--- src/rtl/decode_pipe_if.sv ---
// Fetch, write-back and ID/EX bundle shared by decode_pipe and its neighbouring stages.
interface decode_pipe_if #(
    parameter int XLEN = 32,
    parameter int NREG = 32
);
    localparam int RAW = $clog2(NREG);

    logic            if_valid;
    logic [31:0]     if_instr;
    logic [XLEN-1:0] if_pc;
    logic            id_ready;
    logic            flush;
    logic            wb_we;
    logic [RAW-1:0]  wb_rd;
    logic [XLEN-1:0] wb_data;
    logic            ex_ready;
    logic            ex_valid;
    logic [XLEN-1:0] ex_pc;
    logic [XLEN-1:0] ex_rs1_data;
    logic [XLEN-1:0] ex_rs2_data;
    logic [XLEN-1:0] ex_imm;
    logic [RAW-1:0]  ex_rs1;
    logic [RAW-1:0]  ex_rs2;
    logic [RAW-1:0]  ex_rd;
    logic [2:0]      ex_funct3;
    logic            ex_funct7b5;
    logic            ex_regwrite;
    logic            ex_memread;
    logic            ex_memwrite;
    logic            ex_memtoreg;
    logic            ex_alusrc;
    logic            ex_branch;
    logic            ex_jump;
    logic [1:0]      ex_aluop;

    modport master (
        output if_valid, if_instr, if_pc, flush, wb_we, wb_rd, wb_data, ex_ready,
        input  id_ready, ex_valid, ex_pc, ex_rs1_data, ex_rs2_data, ex_imm,
               ex_rs1, ex_rs2, ex_rd, ex_funct3, ex_funct7b5,
               ex_regwrite, ex_memread, ex_memwrite, ex_memtoreg, ex_alusrc,
               ex_branch, ex_jump, ex_aluop
    );

    modport slave (
        input  if_valid, if_instr, if_pc, flush, wb_we, wb_rd, wb_data, ex_ready,
        output id_ready, ex_valid, ex_pc, ex_rs1_data, ex_rs2_data, ex_imm,
               ex_rs1, ex_rs2, ex_rd, ex_funct3, ex_funct7b5,
               ex_regwrite, ex_memread, ex_memwrite, ex_memtoreg, ex_alusrc,
               ex_branch, ex_jump, ex_aluop
    );
endinterface

--- src/rtl/decode_pipe.sv ---
// RV32I decode stage: register file with write-back bypass, control/immediate decode,
// load-use stall and a single ID/EX register with valid/ready back-pressure and flush.
module decode_pipe #(
    parameter int XLEN = 32,
    parameter int NREG = 32
) (
    input  logic         clock,
    input  logic         reset,
    decode_pipe_if.slave bus
);
    localparam int RAW = $clog2(NREG);

    localparam logic [6:0] OP_R      = 7'b0110011;
    localparam logic [6:0] OP_I      = 7'b0010011;
    localparam logic [6:0] OP_LOAD   = 7'b0000011;
    localparam logic [6:0] OP_STORE  = 7'b0100011;
    localparam logic [6:0] OP_BRANCH = 7'b1100011;
    localparam logic [6:0] OP_JAL    = 7'b1101111;
    localparam logic [6:0] OP_JALR   = 7'b1100111;
    localparam logic [6:0] OP_LUI    = 7'b0110111;
    localparam logic [6:0] OP_AUIPC  = 7'b0010111;

    typedef struct packed {
        logic       regwrite;
        logic       memread;
        logic       memwrite;
        logic       memtoreg;
        logic       alusrc;
        logic       branch;
        logic       jump;
        logic [1:0] aluop;
    } ctrl_t;

    typedef struct packed {
        logic            valid;
        logic [XLEN-1:0] pc;
        logic [XLEN-1:0] rs1_data;
        logic [XLEN-1:0] rs2_data;
        logic [XLEN-1:0] imm;
        logic [RAW-1:0]  rs1;
        logic [RAW-1:0]  rs2;
        logic [RAW-1:0]  rd;
        logic [2:0]      funct3;
        logic            funct7b5;
        ctrl_t           ctrl;
    } idex_t;

    logic [XLEN-1:0] rf_q [NREG];
    idex_t           idex_q;
    idex_t           idex_d;

    logic [6:0]      opcode_s;
    logic [RAW-1:0]  rs1_s;
    logic [RAW-1:0]  rs2_s;
    logic [RAW-1:0]  rd_s;
    ctrl_t           ctrl_s;
    logic [31:0]     imm32_s;
    logic            rs1_used_s;
    logic            rs2_used_s;
    logic            load_use_s;
    logic            advance_s;
    logic [XLEN-1:0] rs1_data_s;
    logic [XLEN-1:0] rs2_data_s;

    function automatic logic [XLEN-1:0] rf_read(
        input logic [RAW-1:0]  idx,
        input logic [XLEN-1:0] stored,
        input logic            we,
        input logic [RAW-1:0]  wrd,
        input logic [XLEN-1:0] wdata
    );
        logic [XLEN-1:0] val;
        if (idx == '0) begin
            val = '0;
        end else if (we && (wrd == idx)) begin
            val = wdata;
        end else begin
            val = stored;
        end
        return val;
    endfunction

    assign opcode_s   = bus.if_instr[6:0];
    assign rs1_s      = bus.if_instr[15 +: RAW];
    assign rs2_s      = bus.if_instr[20 +: RAW];
    assign rd_s       = bus.if_instr[7 +: RAW];
    assign rs1_data_s = rf_read(rs1_s, rf_q[rs1_s], bus.wb_we, bus.wb_rd, bus.wb_data);
    assign rs2_data_s = rf_read(rs2_s, rf_q[rs2_s], bus.wb_we, bus.wb_rd, bus.wb_data);

    // Opcode decode: control bits, immediate format and which source registers are live
    always_comb begin
        ctrl_s     = '0;
        imm32_s    = 32'd0;
        rs1_used_s = 1'b1;
        rs2_used_s = 1'b0;
        case (opcode_s)
            OP_R: begin
                ctrl_s.regwrite = 1'b1;
                ctrl_s.aluop    = 2'b10;
                rs2_used_s      = 1'b1;
            end
            OP_I: begin
                ctrl_s.regwrite = 1'b1;
                ctrl_s.alusrc   = 1'b1;
                ctrl_s.aluop    = 2'b11;
                imm32_s         = {{20{bus.if_instr[31]}}, bus.if_instr[31:20]};
            end
            OP_LOAD: begin
                ctrl_s.regwrite = 1'b1;
                ctrl_s.memread  = 1'b1;
                ctrl_s.memtoreg = 1'b1;
                ctrl_s.alusrc   = 1'b1;
                imm32_s         = {{20{bus.if_instr[31]}}, bus.if_instr[31:20]};
            end
            OP_STORE: begin
                ctrl_s.memwrite = 1'b1;
                ctrl_s.alusrc   = 1'b1;
                rs2_used_s      = 1'b1;
                imm32_s         = {{20{bus.if_instr[31]}}, bus.if_instr[31:25], bus.if_instr[11:7]};
            end
            OP_BRANCH: begin
                ctrl_s.branch = 1'b1;
                ctrl_s.aluop  = 2'b01;
                rs2_used_s    = 1'b1;
                imm32_s       = {{19{bus.if_instr[31]}}, bus.if_instr[31], bus.if_instr[7],
                                 bus.if_instr[30:25], bus.if_instr[11:8], 1'b0};
            end
            OP_JAL: begin
                ctrl_s.regwrite = 1'b1;
                ctrl_s.jump     = 1'b1;
                rs1_used_s      = 1'b0;
                imm32_s         = {{11{bus.if_instr[31]}}, bus.if_instr[31], bus.if_instr[19:12],
                                   bus.if_instr[20], bus.if_instr[30:21], 1'b0};
            end
            OP_JALR: begin
                ctrl_s.regwrite = 1'b1;
                ctrl_s.jump     = 1'b1;
                ctrl_s.alusrc   = 1'b1;
                imm32_s         = {{20{bus.if_instr[31]}}, bus.if_instr[31:20]};
            end
            OP_LUI, OP_AUIPC: begin
                ctrl_s.regwrite = 1'b1;
                ctrl_s.alusrc   = 1'b1;
                rs1_used_s      = 1'b0;
                imm32_s         = {bus.if_instr[31:12], 12'd0};
            end
            default: begin
                ctrl_s = '0;
            end
        endcase
        ctrl_s.regwrite = ctrl_s.regwrite & (rd_s != '0);
    end

    assign load_use_s = bus.if_valid & idex_q.valid & idex_q.ctrl.memread & (idex_q.rd != '0) &
                        ((rs1_used_s & (idex_q.rd == rs1_s)) | (rs2_used_s & (idex_q.rd == rs2_s)));
    assign advance_s  = bus.ex_ready | ~idex_q.valid;
    assign bus.id_ready = bus.flush | (advance_s & ~load_use_s);

    // ID/EX next state: flush beats everything, then advance (load or bubble), else hold
    always_comb begin
        idex_d = idex_q;
        if (bus.flush) begin
            idex_d = '0;
        end else if (advance_s) begin
            if (bus.if_valid && !load_use_s) begin
                idex_d.valid    = 1'b1;
                idex_d.pc       = bus.if_pc;
                idex_d.rs1_data = rs1_data_s;
                idex_d.rs2_data = rs2_data_s;
                idex_d.imm      = XLEN'($signed(imm32_s));
                idex_d.rs1      = rs1_s;
                idex_d.rs2      = rs2_s;
                idex_d.rd       = rd_s;
                idex_d.funct3   = bus.if_instr[14:12];
                idex_d.funct7b5 = bus.if_instr[30];
                idex_d.ctrl     = ctrl_s;
            end else begin
                idex_d = '0;
            end
        end else begin
            idex_d = idex_q;
        end
    end

    // ID/EX pipeline register
    always_ff @(posedge clock or negedge reset) begin
        if (!reset) begin
            idex_q <= '0;
        end else begin
            idex_q <= idex_d;
        end
    end

    // Architectural register file; x0 is never written
    always_ff @(posedge clock or negedge reset) begin
        if (!reset) begin
            for (int i = 0; i < NREG; i++) begin
                rf_q[i] <= '0;
            end
        end else if (bus.wb_we && (bus.wb_rd != '0)) begin
            rf_q[bus.wb_rd] <= bus.wb_data;
        end
    end

    assign bus.ex_valid    = idex_q.valid;
    assign bus.ex_pc       = idex_q.pc;
    assign bus.ex_rs1_data = idex_q.rs1_data;
    assign bus.ex_rs2_data = idex_q.rs2_data;
    assign bus.ex_imm      = idex_q.imm;
    assign bus.ex_rs1      = idex_q.rs1;
    assign bus.ex_rs2      = idex_q.rs2;
    assign bus.ex_rd       = idex_q.rd;
    assign bus.ex_funct3   = idex_q.funct3;
    assign bus.ex_funct7b5 = idex_q.funct7b5;
    assign bus.ex_regwrite = idex_q.ctrl.regwrite;
    assign bus.ex_memread  = idex_q.ctrl.memread;
    assign bus.ex_memwrite = idex_q.ctrl.memwrite;
    assign bus.ex_memtoreg = idex_q.ctrl.memtoreg;
    assign bus.ex_alusrc   = idex_q.ctrl.alusrc;
    assign bus.ex_branch   = idex_q.ctrl.branch;
    assign bus.ex_jump     = idex_q.ctrl.jump;
    assign bus.ex_aluop    = idex_q.ctrl.aluop;
endmodule
--- src/flat_wrapper.sv ---
// flat-port wrapper written by rule: the top's interface ports become plain ports
module decode_pipe_flat 
#(
    parameter int XLEN = 32,
    parameter int NREG = 32
)
  (clock, reset, bus_if_valid, bus_if_instr, bus_if_pc, bus_flush, bus_wb_we, bus_wb_rd, bus_wb_data, bus_ex_ready, bus_id_ready, bus_ex_valid, bus_ex_pc, bus_ex_rs1_data, bus_ex_rs2_data, bus_ex_imm, bus_ex_rs1, bus_ex_rs2, bus_ex_rd, bus_ex_funct3, bus_ex_funct7b5, bus_ex_regwrite, bus_ex_memread, bus_ex_memwrite, bus_ex_memtoreg, bus_ex_alusrc, bus_ex_branch, bus_ex_jump, bus_ex_aluop);
  decode_pipe_if #(.XLEN(XLEN), .NREG(NREG)) bus_i ();
  input  logic clock;
  input  logic reset;
  input wire logic [$bits(bus_i.if_valid)-1:0] bus_if_valid;
  input wire logic [$bits(bus_i.if_instr)-1:0] bus_if_instr;
  input wire logic [$bits(bus_i.if_pc)-1:0] bus_if_pc;
  input wire logic [$bits(bus_i.flush)-1:0] bus_flush;
  input wire logic [$bits(bus_i.wb_we)-1:0] bus_wb_we;
  input wire logic [$bits(bus_i.wb_rd)-1:0] bus_wb_rd;
  input wire logic [$bits(bus_i.wb_data)-1:0] bus_wb_data;
  input wire logic [$bits(bus_i.ex_ready)-1:0] bus_ex_ready;
  output wire logic [$bits(bus_i.id_ready)-1:0] bus_id_ready;
  output wire logic [$bits(bus_i.ex_valid)-1:0] bus_ex_valid;
  output wire logic [$bits(bus_i.ex_pc)-1:0] bus_ex_pc;
  output wire logic [$bits(bus_i.ex_rs1_data)-1:0] bus_ex_rs1_data;
  output wire logic [$bits(bus_i.ex_rs2_data)-1:0] bus_ex_rs2_data;
  output wire logic [$bits(bus_i.ex_imm)-1:0] bus_ex_imm;
  output wire logic [$bits(bus_i.ex_rs1)-1:0] bus_ex_rs1;
  output wire logic [$bits(bus_i.ex_rs2)-1:0] bus_ex_rs2;
  output wire logic [$bits(bus_i.ex_rd)-1:0] bus_ex_rd;
  output wire logic [$bits(bus_i.ex_funct3)-1:0] bus_ex_funct3;
  output wire logic [$bits(bus_i.ex_funct7b5)-1:0] bus_ex_funct7b5;
  output wire logic [$bits(bus_i.ex_regwrite)-1:0] bus_ex_regwrite;
  output wire logic [$bits(bus_i.ex_memread)-1:0] bus_ex_memread;
  output wire logic [$bits(bus_i.ex_memwrite)-1:0] bus_ex_memwrite;
  output wire logic [$bits(bus_i.ex_memtoreg)-1:0] bus_ex_memtoreg;
  output wire logic [$bits(bus_i.ex_alusrc)-1:0] bus_ex_alusrc;
  output wire logic [$bits(bus_i.ex_branch)-1:0] bus_ex_branch;
  output wire logic [$bits(bus_i.ex_jump)-1:0] bus_ex_jump;
  output wire logic [$bits(bus_i.ex_aluop)-1:0] bus_ex_aluop;
  assign bus_i.if_valid = bus_if_valid;
  assign bus_i.if_instr = bus_if_instr;
  assign bus_i.if_pc = bus_if_pc;
  assign bus_i.flush = bus_flush;
  assign bus_i.wb_we = bus_wb_we;
  assign bus_i.wb_rd = bus_wb_rd;
  assign bus_i.wb_data = bus_wb_data;
  assign bus_i.ex_ready = bus_ex_ready;
  assign bus_id_ready = bus_i.id_ready;
  assign bus_ex_valid = bus_i.ex_valid;
  assign bus_ex_pc = bus_i.ex_pc;
  assign bus_ex_rs1_data = bus_i.ex_rs1_data;
  assign bus_ex_rs2_data = bus_i.ex_rs2_data;
  assign bus_ex_imm = bus_i.ex_imm;
  assign bus_ex_rs1 = bus_i.ex_rs1;
  assign bus_ex_rs2 = bus_i.ex_rs2;
  assign bus_ex_rd = bus_i.ex_rd;
  assign bus_ex_funct3 = bus_i.ex_funct3;
  assign bus_ex_funct7b5 = bus_i.ex_funct7b5;
  assign bus_ex_regwrite = bus_i.ex_regwrite;
  assign bus_ex_memread = bus_i.ex_memread;
  assign bus_ex_memwrite = bus_i.ex_memwrite;
  assign bus_ex_memtoreg = bus_i.ex_memtoreg;
  assign bus_ex_alusrc = bus_i.ex_alusrc;
  assign bus_ex_branch = bus_i.ex_branch;
  assign bus_ex_jump = bus_i.ex_jump;
  assign bus_ex_aluop = bus_i.ex_aluop;
  decode_pipe #(.XLEN(XLEN), .NREG(NREG)) u_core (.clock(clock), .reset(reset), .bus(bus_i));
endmodule
--- config.mk ---
export PLATFORM = sky130hd
export DESIGN_NAME = decode_pipe_flat
export DESIGN_NICKNAME = d
export VERILOG_FILES = /design/src/rtl/decode_pipe_if.sv /design/src/rtl/decode_pipe.sv /design/src/flat_wrapper.sv
export SDC_FILE = /design/constraint.sdc
export NUM_CORES = 2
export LEC_CHECK = 0
export BUFFER_PORTS_ARGS = -buffer_cell sky130_fd_sc_hd__buf_4
export CORE_ASPECT_RATIO = 0.6
export CORE_MARGIN = 10
export CORE_UTILIZATION = 50
export DETAILED_ROUTE_END_ITERATION = 8
export PLACE_DENSITY = 0.64
export SYNTH_ARGS = -nofsm -noshare
export SYNTH_HDL_FRONTEND = slang
export SYNTH_SLANG_ARGS = --single-unit
--- constraint.sdc ---
create_clock -name clock -period 3.4 [get_ports clock]
set_input_delay 0.68 -clock clock [delete_from_list [all_inputs] [get_ports clock]]
set_output_delay 0.68 -clock clock [all_outputs]
set_load 0.005 [all_outputs]
==> qor.yml <==
status:
  status: "finished, final reports clean"
sta:
  fin_skew_ns: 0.02607
  fmax_mhz: 300.6
  setup_tns_ns: 0
  max_slew_margin: 0.2731
  setup_ws_ns: 0.07367
  rsz0062_at_grt: "no"
  slew_viol_final: 0
  fin_crit_ns: 3.326
  setup_viol: 0
  finalHoldViolCount: 0
  worst_pin_slew_ns: 1.086
  fin_crit_sh: 0.9783
logic_synthesis:
  ys_seq_area_frac: 0.4982
  synthFlopType: "dfrtp_1"
  synth_area_leaders: "dfrtp_1 50%, mux4_2 19%, mux2_2 19%, o22ai_1 2.6%, clkbuf_1 1.7%"
  synth_common_cells: "1180 x dfrtp_1, 992 x mux2_2, 510 x mux4_2"
  synth_most_common_cell: "dfrtp_1"
  synth.avg_cell_area_um2: 15.01
  synth_nets: 4056
  syn_area_um2: 59270
  synth_cell_types: 57
  synthArstFlopShare: 1.000
  synth-seq-cells: 1180
  ys_warn_count: 0
  yosysTopAreaCellShare: 0.4982
  syn_inst: 3949
  yosys.area.top_type: "dfrtp_1"
  synth_enable_flop_cells: 0
power_and_ir_drop:
  seq_power_share: 0.473
  switching_share: 0.2664
  clockPowerShare: 0.343
  power_leakage_nw: 29.59
  p_int_mw: 28.23
  powerDensity_nw_per_um2: 569.9
  p_switching_mw: 10.25
  comb_power_share: 0.184
  max-vdd-ir-drop_mv: 0.4731
clock_tree:
  clockBufferDepth: 3
  clk_pin_slew_ns: 0.07
  cts_tree: "built"
  h-tree-depth: 3
  numCtsBuffers: 110
  cts-root-buf: "clkbuf_16"
  clock-sinks: 1180
  clk_latency_ns: 0.75
floorplan:
  rows: 97
  core_area_um2: 117100
  ios: 265
  dieArea_um2: 133200
  dieWidth_um: 464.5
  die_height_um: 286.7
  initial_utilization: 0.5061
grt:
  use_met2: 0.4356
  use_met1: 0.4343
  grt_pass1_wl_um: 292100
  track_usage: 0.2978
  grt_max_degree: 101
  overflow: 0
  grt_use_met3: 0.08391
  antenna_found_initial: 1
  grt_pass1_vias: 39100
  grt-busiest-layer: "met2"
setup_path:
  start_kind: "flip-flop"
  critical_path_class: "flip-flop to primary output"
  r2r_end: "u_core.bus.ex_rs1_data[17]"
  critPathMaxFanout: 5
  arrival_ns: 2.65
  cp-end-kind: "primary output"
  crit_start: "u_core.bus.ex_rd[0]"
  cp_data_required_time_ns: 2.72
  reg2reg_from: "u_core.bus.ex_rd[0]"
  path_delay_family: "simple AND/OR/NAND/NOR gates"
  cpMostUsedCell: "nand2_1"
  r2r_slack_ns: 0.36
  r2r_cells: 7
  path_buf_inv: 1
  path_cells: "or4_1 > o2111ai_2 > nor3_1 > a21oi_4 > nand2_1 > nand2_1 > buf_4"
  cpPeakStageDelay_ns: 0.56
  critical-path-slowest-cell: "or4_1"
routing:
  routedWlPerCell_um: 35.08
  detail-route-antenna-nets: 0
  drt-total-wl_um: 200700
  drc: 0
  drt_iter0_markers: 4559
  dr_total_vias: 39460
  drtPass1Iterations: 7
  viasPerCell: 6.899
run:
  drv_cap: 0
hold_path:
  hp-start: "bus_if_pc[20]"
  hold_end: "u_core.bus.ex_pc[20]"
  min_path_type: "input port to flip-flop"
  worst_hold_path.num_cells: 2
placed_design:
  port-buffer-count: 264
  post-dp-hpwl_um: 120300
  placed_area_um2: 63750
  dp_slack_ns: 0.2747
  gp_congestion: 0.8475
final_layout:
  utilization: 0.5766
  area_growth_pct: 13.93
  layout-drive-gt1-share: 0.5250
  stdcell_area_um2: 67520
  nets: 4152
worst max path at each step:
stage	to	slack, ns	cells after the start
after floorplan	bus_id_ready	0.43	10
after global placement	u_core.bus.ex_rs1_data[30]	0.28	6
after detailed placement	u_core.bus.ex_rs1_data[30]	0.27	6
after CTS	bus_id_ready	0.04	7
after global routing	bus_id_ready	0.0001	7
final	bus_id_ready	0.07	7
worst register-to-register path, cell delays in order, from the launching register on:
cell	delay [ns]
dfrtp_2	0.45
or4_1	0.56
o2111ai_2	0.24
nor3_1	0.16
a21oi_4	0.20
buf_4	0.17
and3_2	0.87
a221o_1	0.33
power by group through the flow:
stage          Combinational, mW  Sequential, mW  Clock [mW]
3_5_place_dp                7.05            18.3           0
5_1_grt                     7.56            18.5        13.9
3_3_place_gp                6.89            18.2           0
6_report                    7.09            18.2        13.2
4_1_cts                     7.07            18.1        13.3
2_1_floorplan               5.27            17.7           0
metal layers:
layer	vias up	wire, um	share of wire
met2	2024	88740	0.44
met4	0	6571	0.033
met5	-	0	0
met3	410	19050	0.095
li1	15610	-	-
met1	21410	86310	0.43
cell usage in the layout, fill, tap and decap left out, types with 6 or more instances in the layout:
master	count
dfrtp_1	1178
mux2_2	992
mux4_2	510
buf_4	363
o22ai_1	250
clkbuf_16	113
nand2_1	77
buf_12	67
a22o_1	57
nand3_1	43
and3_1	37
or4_1	35
o211ai_1	35
o21ai_0	34
nor4_1	31
a221o_1	31
clkbuf_1	29
a21oi_1	21
clkbuf_8	21
clkinv_2	20
nor2_4	15
bufinv_16	12
nand2_4	11
xnor2_1	10
xor2_1	10
nand3b_1	10
inv_1	9
nor2b_1	8
nor2_1	8
nand2_2	8
a22oi_1	6
buf_8	6
kinds of logic (layout without fill, tap and decap cells):
kind of cell,after synthesis,after routing,synth area share
other cells,0,1,0
mux,1506,1506,0.3830
buf+inv,463,649,0.03314
simple gates,326,326,0.02972
flops,1180,1180,0.4982
compound gates,454,454,0.05301
xor+xnor,20,20,0.002955
through the flow:
stage | cells | total power, mW | hold slack (ns)
4_1_cts | 5719 | 38.53 | 0.1050
2_1_floorplan | 3949 | 23.00 | 0.3844
3_3_place_gp | 5515 | 25.13 | 0.3767
6_report | 5720 | 38.48 | 0.1410
3_5_place_dp | 5515 | 25.40 | 0.3827
5_1_grt | 5720 | 39.98 | 0.1179
flip-flops by register name, summed over array words and instances (netlist names):
name and cells:
u_core.rf_q 1024, u_core.bus.ex_imm 32, u_core.bus.ex_pc 32, u_core.bus.ex_rs1_data 32, u_core.bus.ex_rs2_data 32, u_core.bus.ex_rd 5
u_core.bus.ex_rs1 5, u_core.bus.ex_rs2 5, u_core.bus.ex_funct3 3, u_core.bus.ex_aluop 2, u_core.bus.ex_alusrc 1, u_core.bus.ex_branch 1
u_core.bus.ex_funct7b5 1, u_core.bus.ex_jump 1, u_core.bus.ex_memtoreg 1, u_core.bus.ex_memwrite 1, u_core.bus.ex_regwrite 1, u_core.bus.ex_valid 1
final cells by class:
| type | count | area [um2] |
|---|---|---|
| Fill cell | 9128 | 49590 |
| Sequential cell | 1180 | 29530 |
| Multi-Input combinational cell | 2306 | 28050 |
| Timing Repair Buffer | 437 | 4167 |
| Clock buffer | 163 | 3226 |
| Tap cell | 1584 | 1982 |
| Clock inverter | 39 | 528.0 |
| Inverter | 10 | 37.54 |
| Antenna cell | 1 | 2.502 |
what timing repair did:
action                                  4_1_cts  5_1_grt
pin swaps                                     0        0
endpoints found under the setup margin        1        1
gates resized for setup                       0        2
setup buffers                                 1        0
hold buffers                                  1        0
hold endpoints to repair                     58        0
(Power assumes the default switching activity.)
